File: src/rtl/uart_tx_mmio.sv
// Memory-mapped UART transmitter: DATA/STATUS words beside RAM, small byte FIFO, 8N1 serialiser.
// Define UART_TX_PARITY_EN to insert an even-parity bit (8E1) and report it in STATUS[8].
module uart_tx_mmio #(
    parameter logic [29:0] BASE         = 30'h3FFFFFF0,
    parameter int          CLKS_PER_BIT = 104,
    parameter int          FIFO_AW      = 2
) (
    input  logic        clk,
    input  logic        rst,
    input  logic [29:0] addr,
    input  logic [31:0] wdata,
    input  logic        re,
    input  logic        we,
    output logic [31:0] rdata,
    output logic        hit_q,
    output logic        tx,
    output logic        busy
);
    localparam int DEPTH = 1 << FIFO_AW;
    localparam int BW    = $clog2(CLKS_PER_BIT);
    localparam logic [BW-1:0]      BAUD_MAX  = BW'(CLKS_PER_BIT - 1);
    localparam logic [FIFO_AW:0]   CNT_FULL  = (FIFO_AW + 1)'(DEPTH);
    localparam logic [FIFO_AW:0]   CNT_ONE   = 1;
    localparam logic [FIFO_AW-1:0] PTR_ONE   = 1;
`ifdef UART_TX_PARITY_EN
    localparam logic PAR_EN = 1'b1;
`else
    localparam logic PAR_EN = 1'b0;
`endif

    typedef enum logic [2:0] {IDLE, START, DATA, PARITY, STOP} state_t;

    state_t               state_q, state_d;
    logic [BW-1:0]        baud_q, baud_d;
    logic [2:0]           bit_q, bit_d;
    logic [7:0]           shift_q, shift_d;
    logic [7:0]           mem_q [DEPTH];
    logic [FIFO_AW-1:0]   wptr_q, rptr_q;
    logic [FIFO_AW:0]     count_q, count_d;
    logic                 ovf_q, ovf_d;
    logic [31:0]          rdata_q, rdata_d;
    logic                 full, empty, wr_hit, st_hit, rd_hit, push, pop;
    logic [31:0]          status;
    logic                 unused_wdata;
`ifdef UART_TX_PARITY_EN
    logic                 par_q, par_d;
`endif

    assign unused_wdata = ^wdata[31:8];

    assign full   = (count_q == CNT_FULL);
    assign empty  = (count_q == '0);
    assign busy   = (state_q != IDLE) | ~empty;
    assign wr_hit = we & (addr == BASE);
    assign st_hit = re & (addr == BASE + 30'd1);
    assign rd_hit = st_hit | (re & (addr == BASE));
    assign push   = wr_hit & ~full;

    // Status is built from pre-edge registered values only.
    assign status  = {23'd0, PAR_EN, 4'(count_q), ovf_q, busy, empty, full};
    assign rdata_d = st_hit ? status : 32'd0;
    assign rdata   = rdata_q;

    // A drop on a full FIFO outranks the clear-on-read.
    always_comb begin
        ovf_d = ovf_q;
        if (st_hit)         ovf_d = 1'b0;
        if (wr_hit && full) ovf_d = 1'b1;
    end

    always_comb begin
        count_d = count_q;
        case ({push, pop})
            2'b10:   count_d = count_q + CNT_ONE;
            2'b01:   count_d = count_q - CNT_ONE;
            default: count_d = count_q;
        endcase
    end

    always_comb begin
        state_d = state_q;
        baud_d  = baud_q;
        bit_d   = bit_q;
        shift_d = shift_q;
        pop     = 1'b0;
        tx      = 1'b1;
`ifdef UART_TX_PARITY_EN
        par_d   = par_q;
`endif
        case (state_q)
            IDLE: begin
                if (!empty) begin
                    pop     = 1'b1;
                    shift_d = mem_q[rptr_q];
`ifdef UART_TX_PARITY_EN
                    par_d   = ^mem_q[rptr_q];
`endif
                    baud_d  = BAUD_MAX;
                    state_d = START;
                end
            end
            START: begin
                tx = 1'b0;
                if (baud_q == '0) begin
                    baud_d  = BAUD_MAX;
                    bit_d   = 3'd0;
                    state_d = DATA;
                end else begin
                    baud_d = baud_q - 1'b1;
                end
            end
            DATA: begin
                tx = shift_q[0];
                if (baud_q == '0) begin
                    baud_d  = BAUD_MAX;
                    shift_d = {1'b0, shift_q[7:1]};
                    bit_d   = bit_q + 3'd1;
                    if (bit_q == 3'd7) begin
`ifdef UART_TX_PARITY_EN
                        state_d = PARITY;
`else
                        state_d = STOP;
`endif
                    end
                end else begin
                    baud_d = baud_q - 1'b1;
                end
            end
`ifdef UART_TX_PARITY_EN
            PARITY: begin
                tx = par_q;
                if (baud_q == '0) begin
                    baud_d  = BAUD_MAX;
                    state_d = STOP;
                end else begin
                    baud_d = baud_q - 1'b1;
                end
            end
`endif
            STOP: begin
                if (baud_q == '0) state_d = IDLE;
                else              baud_d  = baud_q - 1'b1;
            end
            default: state_d = IDLE;
        endcase
    end

    always_ff @(posedge clk or posedge rst) begin
        if (rst) begin
            state_q <= IDLE;
            baud_q  <= '0;
            bit_q   <= '0;
            shift_q <= '0;
            wptr_q  <= '0;
            rptr_q  <= '0;
            count_q <= '0;
            ovf_q   <= 1'b0;
            hit_q   <= 1'b0;
            rdata_q <= '0;
`ifdef UART_TX_PARITY_EN
            par_q   <= 1'b0;
`endif
        end else begin
            state_q <= state_d;
            baud_q  <= baud_d;
            bit_q   <= bit_d;
            shift_q <= shift_d;
            count_q <= count_d;
            ovf_q   <= ovf_d;
            hit_q   <= rd_hit;
            rdata_q <= rdata_d;
            if (push) wptr_q <= wptr_q + PTR_ONE;
            if (pop)  rptr_q <= rptr_q + PTR_ONE;
`ifdef UART_TX_PARITY_EN
            par_q   <= par_d;
`endif
        end
    end

    // Storage needs no reset; the pointers and count define validity.
    always_ff @(posedge clk) begin
        if (push) mem_q[wptr_q] <= wdata[7:0];
    end
endmodule
File: config.mk
export PLATFORM = sky130hd
export DESIGN_NAME = uart_tx_mmio
export DESIGN_NICKNAME = d
export VERILOG_FILES = /design/src/rtl/uart_tx_mmio.sv
export SDC_FILE = /design/constraint.sdc
export NUM_CORES = 1
export LEC_CHECK = 0
export ABC_CLOCK_PERIOD_IN_PS = 2500
export CAP_MARGIN = 5
export CORE_MARGIN = 4
export CORE_UTILIZATION = 48
export CTS_CLUSTER_SIZE = 16
export DETAILED_ROUTE_END_ITERATION = 8
export GPL_TIMING_DRIVEN = 0
export PLACE_DENSITY_LB_ADDON = 0.3
export SLEW_MARGIN = 20
export SYNTH_ARGS = -nofsm -noshare
export SYNTH_HDL_FRONTEND = slang
export SYNTH_SLANG_ARGS = --single-unit
File: constraint.sdc
create_clock -name clk -period 2.5 [get_ports clk]
set_input_delay 0.25 -clock clk [delete_from_list [all_inputs] [get_ports clk]]
set_output_delay 0.25 -clock clk [all_outputs]
set_load 0.03 [all_outputs]
# Word-level counts from Yosys, hierarchy flattened
# Memories as Yosys holds them, arrays and structs flattened.
# Cells that the tools add are included.
# op_classes
mux,24
add_sub_neg,6
eq_ne,15
n_reduce_logical,15
bitwise,8
# op_table
cell,n
"30-bit == test, second input constant",2
7-bit two-way mux,4
7-bit case mux with 3 select lines,1
3-bit two-way mux,6
8-bit two-way mux,2
8-bit case mux with 2 select lines,1
"2-bit inequality test, second input constant",6
3-bit case mux with 2 select lines,2
3-bit case mux with 4 select lines,1
"3-bit == test, second input constant",3
3-bit AND reduction,3
2-bit nonzero test,4
7-bit logical NOT,1
"7-bit by 1-bit subtractor with 7-bit output, second input constant",1
"3-bit by 1-bit adder with 3-bit output, second input constant",2
3-bit logical NOT,2
1-bit two-way mux,6
3-bit nonzero test,2
5-bit AND reduction,1
"2-bit by 1-bit adder with 2-bit output, second input constant",2
1-bit AND,4
"3-bit by 1-bit == test with 1-bit output, second input constant",1
"3-bit by 2-bit == test with 1-bit output, second input constant",1
"3-bit by 1-bit subtractor with 3-bit output, second input constant",1
other kinds (7),9
# totals
mem_count,1
ramBits,32
output_inout_bits,35
elab_cells,79
register_bits,37
inputBits,66
# mem_list
name,depth,word_bits,rd,rd_ports_with_merged_regs,wr,line_no,text
mem_q,4,8,1,0,1,37,logic [7:0] mem_q [DEPTH];

# Depth between registers and ports, before layout
# depth
depth_word,5
ltp_mapped,10
depth_no_buf,9

# Least setup slack after synthesis
# OpenSTA, ideal clock, no wires.
# synth_timing
path_kind,flip-flop to flip-flop
from,reg state_q[1]
to,reg count_q[2]
arrival_time_ns,1.985
path_slack_ns,0.435
path_stages_with_launch,11
n_path_buf,1
setup_time_ns,0.080
synth_period_minus_slack_ns,2.065
t_required_ns,2.420
path_cell_list,dfrtp_1 buf_4 nor3_1 nand2_2 inv_2 ha_1 inv_1 fa_1 xor2_1 nor2_1 xnor2_1
# synth_via
elab_chain_len,4
word_cells_on_any_way,6
cone_classes,2 x eq/ne; 2 x mux; 2 x reduce/logical
# synth_lines
item,line_no,text
"start, declared",33,"state_t state_q, state_d;"
"start signal, assigned",164,state_q <= state_d;
3-bit logical NOT *,90,case (state_q)
1-bit two-way mux *,90,
named net pop,42,"logic full, empty, wr_hit, st_hit, rd_hit, push, pop;"
2-bit by 1-bit == test with 1-bit output or 2-bit == test (tied branches),73,"case ({push, pop})"
3-bit case mux with 2 select lines or 2-bit nonzero test (tied branches),--,
"end signal, assigned",168,count_q <= count_d;
"end, declared",39,"logic [FIFO_AW:0] count_q, count_d;"
# The timed path passes the listed nets; every way through them passes the cells marked *.
# A chain may end at the register's enable or synchronous reset.

# Worst setup path in the final report
# layout_timing
from,in addr[17]
to,mem mem_q[1][0] (enable)
# layout_via
elab_chain_len,5
# layout_lines
item,line_no,text
"start, declared",10,"input logic [29:0] addr,"
30-bit == test,54,assign wr_hit = we & (addr == BASE);
1-bit AND,54,
1-bit AND,57,assign push = wr_hit & ~full;
1-bit two-way mux,182,if (push) mem_q[wptr_q] <= wdata[7:0];
1-bit two-way mux (not written as such),182,
"end, declared",37,
# Every way passes these cells.

==> metrics.txt <==
Pwr Density 523 nW/um2; Async S/R FF share, synth 53.6%; WS Path Type input pin to flip-flop; DR vias 2302; clock skew after layout 0.00766 ns; Tcrit/Tclk final 94.1%; share of layout cells above drive strength 1 19.5%; Yosys Warn Count 0; CTS tree done; Iter 0 DRT Violations 100; maxcap violations 0; Gate Count Post-Synth 278; initial antenna violation count 0; Filler cells 534; Synth-to-Final Area Change 27.1%; Hold Slack 0.349 ns; Comb pwr share 7.3%; dpl hpwl 4690 um; post-cts sizing count 0; Crit. End Element flip-flop; CP Max Fanout 8; WP data arrival 2.32 ns; max frequency 425 MHz; area of the multi-input gates 1340 um2; hold_buf cts 0; remaining antenna violation count 0; clock root buffer clkbuf_8; Main synth FF type dfrtp_1; outcome finished clean; Core ar. 6870 um2; sw frac 23.8%; final wirelength 6460 um; H-tree depth 3; DRT Pass-1 Iters 4; Tmin final 2.35 ns; relative slew slack 39.2%; reg2reg end count_q[2]; Yosys top cell by area edfxtp_1; clock-pin slew of the registers on the worst-case setup and hold paths 0.08 ns; Worst Path Required 2.47 ns; vias in the first global route 2394; Startpoint Class input pin; routed length per instance 13.9 um; ant diodes 0; Yosys cell types 54; vias per inst 4.95; pin count of the biggest net entering global routing 38; later-pin clock latency in the skew report 0.34 ns; Final Hold Viols 0; reg2reg setup slack 0.31 ns; NetSw 0.545 mW; max-slew violations 0; main area contributors after synthesis edfxtp_1 28%, dfrtp_1 27%, buf_4 5.9%; top-area cell type share of the netlist area 27.9%; first-pass GRT wire length 10900 um; R2R Path Start state_q[1]; remaining global-route overflow 0; Post-synth EDFFs 32; Mapped Area 3450 um2; die height 92.7 um; cell with the most instances after synthesis dfrtp_1; Post-CTS Setup Inserts 0; IO buf count 51; clock buffer depth 2; post-layout util 63.8%; clk sink count 69; Seq. cell area 1890 um2; flops & latches, synth 69; average size of a mapped cell 12.4 um2; Initial Utilization 50.2%; Leak 1.86 nW; final net count 440; post-route DRC violation count 0; internal power 1.74 mW; die width 92.7 um; Flop pwr share 51.8%; Critical Path Start addr[17]; Global Route Usage Sum 16.3%; RSZ-0062 raised after global routing no; Rows 30; count of final setup violators 0; hold crit path type input pin to async pin; cells on worst reg2reg path 10; I/O pin cnt 101; total CTS buffers 9; Slew @ Worst Pin 0.908 ns; top post-synthesis cells by count 37 x dfrtp_1, 32 x edfxtp_1, 27 x buf_4; Peak VDD IR 401 uV; gpl congestion 0.800; register area share after synthesis 54.7%; Clock power frac 40.8%; area of the die 8600 um2
-- per-stage QoR --
stage,setup TNS [ns],power (mW),std cells,instance area (um2),worst slack (ns)
finish,0,2.29,465,4380,0.148
floorplan,0,1.30,302,3540,0.435
global placement,-4.55,1.38,449,4170,-0.150
detailed placement,-5.68,1.38,449,4170,-0.227
global route,0,2.37,465,4380,0.0179
CTS,0,2.30,465,4370,0.0773
-- cells in the final DEF (no fill, tap or decap), drive strengths merged, types with 6 or more instances in the layout --
cell	count
a21oi	6
buf	33
clkbuf	11
clkdlybuf4s50	50
conb	25
dfrtp	37
edfxtp	32
ha	9
inv	20
mux2i	12
mux4	8
nand2	17
nand4	10
nor2	22
o21ai	11
-- sequential cells by signal (all words and copies together), names as in the netlist --
register	flops
hit_q	1
rptr_q	2
wptr_q	2
rdata	7
count_q	3
state_q	3
bit_q	3
mem_q	32
shift_q	8
ovf_q	1
baud_q	7
-- area by class of cell --
cell class / instances / area share, %
flip-flops and latches: 69 / 43.1
well taps: 96 / 2.74
clock buffers: 9 / 2.83
repair buffers: 51 / 11.7
clock inverters: 7 / 1.86
inverters: 18 / 1.54
multi-input cells: 180 / 30.6
plain buffers: 35 / 5.60
-- power groups by stage --
| stage | Combinational [mW] | Clock [mW] | Sequential [mW] |
|---|---|---|---|
| final | 0.168 | 0.935 | 1.19 |
| after global routing | 0.180 | 1.00 | 1.19 |
| after floorplan | 0.0936 | 0 | 1.21 |
| after CTS | 0.168 | 0.943 | 1.19 |
| after detailed placement | 0.168 | 0 | 1.21 |
| after global placement | 0.165 | 0 | 1.21 |
-- worst max-delay path: stages --
cell             delay, ns
clkdlybuf4s50_1       0.45
nand4_1               0.14
nor4_4                0.41
nand4_2               0.30
nor2_1                0.77
-- cell families (layout without fill, tap and decap cells) --
logic type	after synthesis	after routing	share of synthesized area [%]
and+or+nand+nor	82	82	13.6
DFF	69	69	54.7
buffers and inverters	53	120	9.07
AOI/OAI and AO/OA	35	35	7.84
muxes	21	21	9.04
adders and majority gates	10	10	3.85
xor gates and xnor gates	7	7	1.78
other	1	25	0.109
-- worst max path at each step --
stage                        to  slack, ns  depth (start not counted)
global placement    mem_q[3][3]      -0.15                          5
detailed placement  mem_q[1][3]      -0.23                          5
CTS                          tx       0.08                          5
finish              mem_q[1][0]       0.15                          5
global route        mem_q[1][1]       0.02                          5
floorplan            count_q[2]       0.43                         10
-- routing by layer --
metal  share of wire, %  global-route usage (%)
met1                 41                    18.6
met4                1.9                    7.08
met2                 52                    28.9
met5                  0                       0
met3                5.2                    4.31
Power figures use the tool's default switching activity.
